### src/rtl/sd_init_sequencer.sv
// SD card power-up sequencer: drives the command-line controller through
// CMD0, CMD8, CMD55/ACMD41, CMD2, CMD3, CMD7 and (SDSC only) CMD16.
module sd_init_sequencer #(
  parameter logic [15:0] SLOW_CLKDIV    = 16'd124,
  parameter logic [15:0] FAST_CLKDIV    = 16'd1,
  parameter logic [15:0] INIT_PRECYCLES = 16'd80,
  parameter logic [15:0] ACMD41_TRIES   = 16'd1000
) (
  input  logic        clk,
  input  logic        rst_n,
  input  logic        init_start,
  output logic        init_busy,
  output logic        init_done,
  output logic        init_err,
  output logic [3:0]  err_code,
  output logic        card_hc,
  output logic [15:0] rca,
  output logic        cmd_start,
  output logic [5:0]  cmd_idx,
  output logic [31:0] cmd_arg,
  output logic [15:0] cmd_clkdiv,
  output logic [15:0] cmd_precycles,
  input  logic [31:0] cmd_resparg,
  input  logic        cmd_busy,
  input  logic        cmd_done,
  input  logic        cmd_timeout,
  input  logic        cmd_syntaxerr
);

  typedef enum logic [2:0] {IDLE, ISSUE, WAIT, EVAL, DONE, ERROR} state_t;
  typedef enum logic [2:0] {
    S_CMD0, S_CMD8, S_CMD55, S_ACMD41, S_CMD2, S_CMD3, S_CMD7, S_CMD16
  } step_t;

  state_t      state;
  step_t       step;
  logic        hc_allowed;
  logic [15:0] retry_cnt;
  logic        rsp_timeout;
  logic        rsp_synerr;
  logic [15:0] rsp_hi;
  logic [11:0] rsp_lo;

  // Response bits [15:12] carry nothing the sequence needs.
  logic unused_resp_bits;
  assign unused_resp_bits = &{1'b0, cmd_resparg[15:12]};

  function automatic logic [5:0] step_idx(input step_t s);
    case (s)
      S_CMD0:   step_idx = 6'd0;
      S_CMD8:   step_idx = 6'd8;
      S_CMD55:  step_idx = 6'd55;
      S_ACMD41: step_idx = 6'd41;
      S_CMD2:   step_idx = 6'd2;
      S_CMD3:   step_idx = 6'd3;
      S_CMD7:   step_idx = 6'd7;
      default:  step_idx = 6'd16;
    endcase
  endfunction

  function automatic logic [31:0] step_arg(input step_t s, input logic hc,
                                           input logic [15:0] r);
    case (s)
      S_CMD8:   step_arg = 32'h0000_01AA;
      S_ACMD41: step_arg = {1'b0, hc, 6'b0, 24'hFF8000};
      S_CMD7:   step_arg = {r, 16'h0000};
      S_CMD16:  step_arg = 32'd512;
      default:  step_arg = 32'h0;
    endcase
  endfunction

  logic        ev_fail;
  logic        ev_finish;
  logic [3:0]  ev_code;
  step_t       ev_next;
  logic        ev_hc_allowed;
  logic        ev_card_hc;
  logic [15:0] ev_rca;
  logic [15:0] ev_retry;
  logic [15:0] retry_inc;

  assign retry_inc = (retry_cnt == 16'hFFFF) ? retry_cnt : retry_cnt + 16'd1;

  always_comb begin
    ev_fail       = 1'b0;
    ev_finish     = 1'b0;
    ev_code       = 4'd0;
    ev_next       = step;
    ev_hc_allowed = hc_allowed;
    ev_card_hc    = card_hc;
    ev_rca        = rca;
    ev_retry      = retry_cnt;
    case (step)
      S_CMD0: ev_next = S_CMD8;
      S_CMD8: begin
        if (rsp_timeout) begin
          ev_hc_allowed = 1'b0;
          ev_next       = S_CMD55;
        end else if (rsp_lo == 12'h1AA) begin
          ev_hc_allowed = 1'b1;
          ev_next       = S_CMD55;
        end else begin
          ev_fail = 1'b1;
          ev_code = 4'd1;
        end
      end
      S_CMD55: begin
        if (rsp_timeout || rsp_synerr) begin
          ev_fail = 1'b1;
          ev_code = 4'd2;
        end else begin
          ev_next = S_ACMD41;
        end
      end
      // R3 carries no valid CRC, so syntax errors are not meaningful here.
      S_ACMD41: begin
        if (rsp_timeout) begin
          ev_fail = 1'b1;
          ev_code = 4'd3;
        end else if (rsp_hi[15]) begin
          ev_card_hc = rsp_hi[14] & hc_allowed;
          ev_next    = S_CMD2;
        end else begin
          ev_retry = retry_inc;
          if (retry_inc == ACMD41_TRIES) begin
            ev_fail = 1'b1;
            ev_code = 4'd4;
          end else begin
            ev_next = S_CMD55;
          end
        end
      end
      S_CMD2: begin
        if (rsp_timeout) begin
          ev_fail = 1'b1;
          ev_code = 4'd5;
        end else begin
          ev_next = S_CMD3;
        end
      end
      S_CMD3: begin
        if (rsp_timeout) begin
          ev_fail = 1'b1;
          ev_code = 4'd6;
        end else begin
          ev_rca  = rsp_hi;
          ev_next = S_CMD7;
        end
      end
      S_CMD7: begin
        if (rsp_timeout || rsp_synerr) begin
          ev_fail = 1'b1;
          ev_code = 4'd7;
        end else if (card_hc) begin
          ev_finish = 1'b1;
        end else begin
          ev_next = S_CMD16;
        end
      end
      default: begin
        if (rsp_timeout || rsp_synerr) begin
          ev_fail = 1'b1;
          ev_code = 4'd8;
        end else begin
          ev_finish = 1'b1;
        end
      end
    endcase
  end

  // Command outputs are loaded on ISSUE entry and left untouched until the
  // next ISSUE entry, which keeps them stable across the whole transaction.
  always_ff @(posedge clk or negedge rst_n) begin
    if (!rst_n) begin
      state         <= IDLE;
      step          <= S_CMD0;
      hc_allowed    <= 1'b0;
      retry_cnt     <= 16'd0;
      rsp_timeout   <= 1'b0;
      rsp_synerr    <= 1'b0;
      rsp_hi        <= 16'd0;
      rsp_lo        <= 12'd0;
      init_busy     <= 1'b0;
      init_done     <= 1'b0;
      init_err      <= 1'b0;
      err_code      <= 4'd0;
      card_hc       <= 1'b0;
      rca           <= 16'd0;
      cmd_start     <= 1'b0;
      cmd_idx       <= 6'd0;
      cmd_arg       <= 32'd0;
      cmd_clkdiv    <= SLOW_CLKDIV;
      cmd_precycles <= 16'd0;
    end else begin
      cmd_start <= 1'b0;
      case (state)
        IDLE, DONE, ERROR: begin
          if (init_start) begin
            init_done     <= 1'b0;
            init_err      <= 1'b0;
            err_code      <= 4'd0;
            card_hc       <= 1'b0;
            rca           <= 16'd0;
            retry_cnt     <= 16'd0;
            hc_allowed    <= 1'b0;
            step          <= S_CMD0;
            cmd_clkdiv    <= SLOW_CLKDIV;
            cmd_idx       <= step_idx(S_CMD0);
            cmd_arg       <= 32'd0;
            cmd_precycles <= INIT_PRECYCLES;
            init_busy     <= 1'b1;
            state         <= ISSUE;
          end
        end
        ISSUE: begin
          if (!cmd_busy) begin
            cmd_start <= 1'b1;
            state     <= WAIT;
          end
        end
        WAIT: begin
          if (cmd_done) begin
            rsp_timeout <= cmd_timeout;
            rsp_synerr  <= cmd_syntaxerr;
            rsp_hi      <= cmd_resparg[31:16];
            rsp_lo      <= cmd_resparg[11:0];
            state       <= EVAL;
          end
        end
        EVAL: begin
          retry_cnt  <= ev_retry;
          hc_allowed <= ev_hc_allowed;
          card_hc    <= ev_card_hc;
          rca        <= ev_rca;
          if (ev_fail) begin
            err_code  <= ev_code;
            init_err  <= 1'b1;
            init_busy <= 1'b0;
            state     <= ERROR;
          end else if (ev_finish) begin
            init_done <= 1'b1;
            init_busy <= 1'b0;
            state     <= DONE;
          end else begin
            step          <= ev_next;
            cmd_idx       <= step_idx(ev_next);
            cmd_arg       <= step_arg(ev_next, ev_hc_allowed, ev_rca);
            cmd_precycles <= 16'd0;
            if (ev_next == S_CMD7) cmd_clkdiv <= FAST_CLKDIV;
            state         <= ISSUE;
          end
        end
        default: state <= IDLE;
      endcase
    end
  end

endmodule

### config.mk
export PLATFORM = sky130hd
export DESIGN_NAME = sd_init_sequencer
export DESIGN_NICKNAME = d
export VERILOG_FILES = /design/src/rtl/sd_init_sequencer.sv
export SDC_FILE = /design/constraint.sdc
export NUM_CORES = 1
export LEC_CHECK = 0
export ABC_AREA = 1
export CAP_MARGIN = 20
export CELL_PAD_IN_SITES_DETAIL_PLACEMENT = 0
export CELL_PAD_IN_SITES_GLOBAL_PLACEMENT = 1
export CORE_ASPECT_RATIO = 1.4
export CORE_MARGIN = 10
export CORE_UTILIZATION = 37
export DETAILED_ROUTE_END_ITERATION = 8
export PLACE_DENSITY_LB_ADDON = 0.05
export SKIP_CTS_REPAIR_TIMING = 1
export SLEW_MARGIN = 0
export SYNTH_ARGS = -nofsm -noshare
export SYNTH_HDL_FRONTEND = slang
export SYNTH_SLANG_ARGS = --single-unit
### constraint.sdc
create_clock -name clk -period 2.9 [get_ports clk]
set_input_delay 0.435 -clock clk [delete_from_list [all_inputs] [get_ports clk]]
set_output_delay 0.435 -clock clk [all_outputs]
set_load 0.005 [all_outputs]
==> impl_metrics.csv <==
group,metric,value,unit
outcome,status,"completed",
critical_path,r2r_end,"cmd_arg[26]$_DFFE_PN0P_",
sta,grt_setup_unrepaired,"no",
route,wirelength,15.9,mm
min_path,hold_class,"input port to asynchronous set/reset pin",
pwr,ir_worst_vdd,0.000367,V
finish,layoutNonFillerInstCount,980,
global_route,top_usage_layer,"met2",
route,vias,4711,
clock_tree,path_clk_slew,0.08,ns
critical_path,crit_start,"retry_cnt[1]$_DFFE_PN0P_",
floorplan,core,15100,um2
critical_path,rrSetupSlack,0.21,ns
yosys,synth_cell_types,42,
route,drtIter0Drc,216,
sta,hold_violations,0,
critical_path,worstSetupPathType,"flip-flop to flip-flop",
clock_tree,cts_buffer_depth,2,
yosys,ys.flop_type,"dfrtp_1",
critical_path,worstPathMaxFanout,7,
critical_path,r2r_cells,17,
yosys,synth_edf_count,0,
sta,finalClockSkew,0.0124,ns
placement,gp_congestion,0.921,
clock_tree,htree_levels,3,
critical_path,r2r-start,"retry_cnt[1]$_DFFE_PN0P_",
pwr,total_power,0.00566,W
clock_tree,clock_latency,0.35,ns
clock_tree,cts_sinks,106,
route,wl_per_cell,16.2,um
yosys,syn_avg_cell_area,8.23,um2
critical_path,start_kind,"flip-flop",
floorplan,fp-row-count,53,
floorplan,fp.dieH,167,um
yosys,synth_async_sr_flop_share,1.00,
clock_tree,cts_tree,"yes",
floorplan,die-width,125,um
route,vias_per_cell,4.81,
critical_path,crit_end,"cmd_arg[26]$_DFFE_PN0P_",
finish,drive_gt1_frac,0.133,
yosys,netlist_area,5690,um2
sta,report.final.slew_viol_count,0,
global_route,grt_pass1_vias,4940,
yosys,yosysSeqAreaShare,0.466,
sta,relSlewSlack,0.462,
finish,n_antenna_cell,0,
global_route,grtUsageTotal,0.149,
route,first_pass_iters,5,
route,drt.antenna.violating_nets,0,
critical_path,cp-end-kind,"flip-flop",
global_route,grt.overflow.total,0,
yosys,syn_inst,692,
pwr,p_leak,3.41,nW
placement,portBuffers,96,
sta,period_needed,2.69,ns
global_route,grt_max_degree,57,
floorplan,io_pins,134,
sta,max_freq,0.372,GHz
clock_tree,cts_inserted_buffers,9,
floorplan,die-area,20800,um2
finish,area_growth_syn_to_layout,23.0,%
finish,nets,823,
job,drv_cap,0,
sta,worstMarginPinSlew,0.807,ns
critical_path,required,3.14,ns
clock_tree,clockRootBuffer,"clkbuf_16",
sta,fin_crit_sh,0.927,
sta,finalSetupViolCount,0,
pwr,powerDensity,808,nW/um2
placement,post-place-cells,963,
route,drc,0,
critical_path,critical_path_arrival,2.93,ns
global_route,globalRouteMet2Util,0.274,
global_route,grt_pass1_wl,25.3,mm
global_route,met1_usage,0.153,
placement,dp_hpwl,12.2,mm
yosys,yosysWarnings,0,
global_route,grt_use_met3,0.0403,
global_route,antenna_found_initial,0,
yosys,ys_ff_latch,106,
floorplan,initial_core_util,0.378,
==> layer usage <==
| metal | share of wire | up-vias |
|---|---|---|
| met4 | 0.031 | 0 |
| met2 | 0.53 | 110 |
| met3 | 0.055 | 28 |
| met1 | 0.39 | 2233 |
| li1 | - | 2340 |
| met5 | 0 | - |
==> cells in the mapped netlist (2+ instances only) <==
| library cell | n | area (um2) |
|---|---|---|
| nand4_1 | 7 | 43.8 |
| mux2_2 | 24 | 270 |
| nand3_2 | 3 | 30.0 |
| inv_4 | 2 | 12.5 |
| clkbuf_1 | 12 | 45.0 |
| dfrtp_1 | 105 | 2630 |
| inv_2 | 5 | 18.8 |
| nor2_2 | 5 | 31.3 |
| a21oi_1 | 26 | 130 |
| xor2_1 | 5 | 43.8 |
| a31oi_1 | 2 | 12.5 |
| nor2_4 | 3 | 33.8 |
| nand2_2 | 25 | 156 |
| nand3b_1 | 7 | 52.6 |
| nand3_1 | 48 | 240 |
| o21ai_0 | 38 | 190 |
| o21ai_1 | 6 | 30.0 |
| buf_2 | 4 | 20.0 |
| inv_1 | 71 | 267 |
| buf_12 | 2 | 40.0 |
| or2_2 | 2 | 12.5 |
| buf_4 | 42 | 315 |
| o22ai_1 | 16 | 100 |
| nand2_1 | 155 | 582 |
| nor2_1 | 53 | 199 |
| nor4_1 | 3 | 18.8 |
| nor3_1 | 6 | 30.0 |
==> registers in the layout (all words and copies together) (netlist names), 2 cells and up <==
register,cells
cmd_arg,19
cmd_clkdiv,2
cmd_idx,6
err_code,4
rca,16
retry_cnt,16
rsp_hi,16
rsp_lo,12
state,3
step,3
==> cell type report <==
type	count	area [um2]
clock buffers	10	229
clock inverters	6	73.8
fillers	1506	8050
inverters	80	313
multi-input cells	477	2440
flip-flops and latches	106	2650
well taps	192	240
repair buffers	109	1060
==> how the worst min path moves through the flow <==
stage | from | endpoint | slack, ns | cells after the start
6_report | rst_n | rsp_lo[6]$_DFFE_PN0P_ | 0.15 | 1
3_5_place_dp | err_code[1]$_DFFE_PN0P_ | err_code[1]$_DFFE_PN0P_ | 0.46 | 2
2_1_floorplan | rst_n | card_hc$_DFFE_PN0P_ | 0.14 | 0
4_1_cts | rst_n | rsp_lo[6]$_DFFE_PN0P_ | 0.17 | 1
5_1_grt | rst_n | rsp_lo[4]$_DFFE_PN0P_ | 0.20 | 1
3_3_place_gp | err_code[1]$_DFFE_PN0P_ | err_code[1]$_DFFE_PN0P_ | 0.46 | 2
==> layout by cell type, fill, tap and decap left out, types with 14 or more instances in the layout <==
cell,synthesis,final
o22ai_1,16,16
nand3_1,48,48
inv_1,71,71
mux2_2,24,24
nand2_2,25,25
nor2_1,53,52
buf_4,42,14
clkdlybuf4s50_1,0,95
o21ai_0,38,38
nand2_1,155,155
conb_1,1,33
a21oi_1,26,26
dfrtp_1,105,105
==> critical path: stages (launching register included) <==
cell and delay, ns:
dfrtp_1 0.40, ha_2 0.27, nand3_1 0.13, nor2_1 0.23, nand3_1 0.13, nand2_1 0.08
nand2_1 0.04, nor2_1 0.13, nand2_1 0.08, nor2_1 0.19, nand3_2 0.18, nand3_2 0.12
nand2_2 0.10, inv_4 0.09, nor2_4 0.07, buf_4 0.18, nand3b_1 0.08, nand2_1 0.06
==> cells by family (layout without fill, tap and decap cells) <==
| kind of cell | Yosys count | count (layout) | synth area share |
|---|---|---|---|
| XOR/XNOR | 5 | 5 | 0.00769 |
| AO/OA/AOI/OAI | 92 | 92 | 0.0870 |
| buffers and inverters | 141 | 205 | 0.129 |
| flip-flops | 106 | 106 | 0.466 |
| adder cells (fa/ha/maj) | 1 | 1 | 0.00220 |
| other | 1 | 33 | 0.000659 |
| multiplexers | 24 | 24 | 0.0475 |
| AND/OR/NAND/NOR | 322 | 322 | 0.260 |
==> stage by stage <==
| stage | hold WS [ns] | setup TNS (ns) | setup WS, ns | cell area, um2 | util |
|---|---|---|---|---|---|
| after floorplan | 0.139 | 0 | 0.645 | 5810 | - |
| after global placement | 0.463 | 0 | 0.00907 | 6680 | 0.444 |
| after detailed placement | 0.462 | -0.00575 | -0.00420 | 6680 | 0.444 |
| after CTS | 0.167 | -0.143 | -0.0230 | 6980 | 0.464 |
| after global routing | 0.205 | 0 | 0.0118 | 7010 | 0.465 |
| final | 0.149 | 0 | 0.211 | 7010 | 0.465 |
==> power breakdown <==
part           internal (W)  switching [W]  total [W]
Clock              0.000681       0.000579    0.00126
Sequential          0.00186       0.000243    0.00210
Combinational      0.000948        0.00135    0.00230
Power figures use the tool's default switching activity.
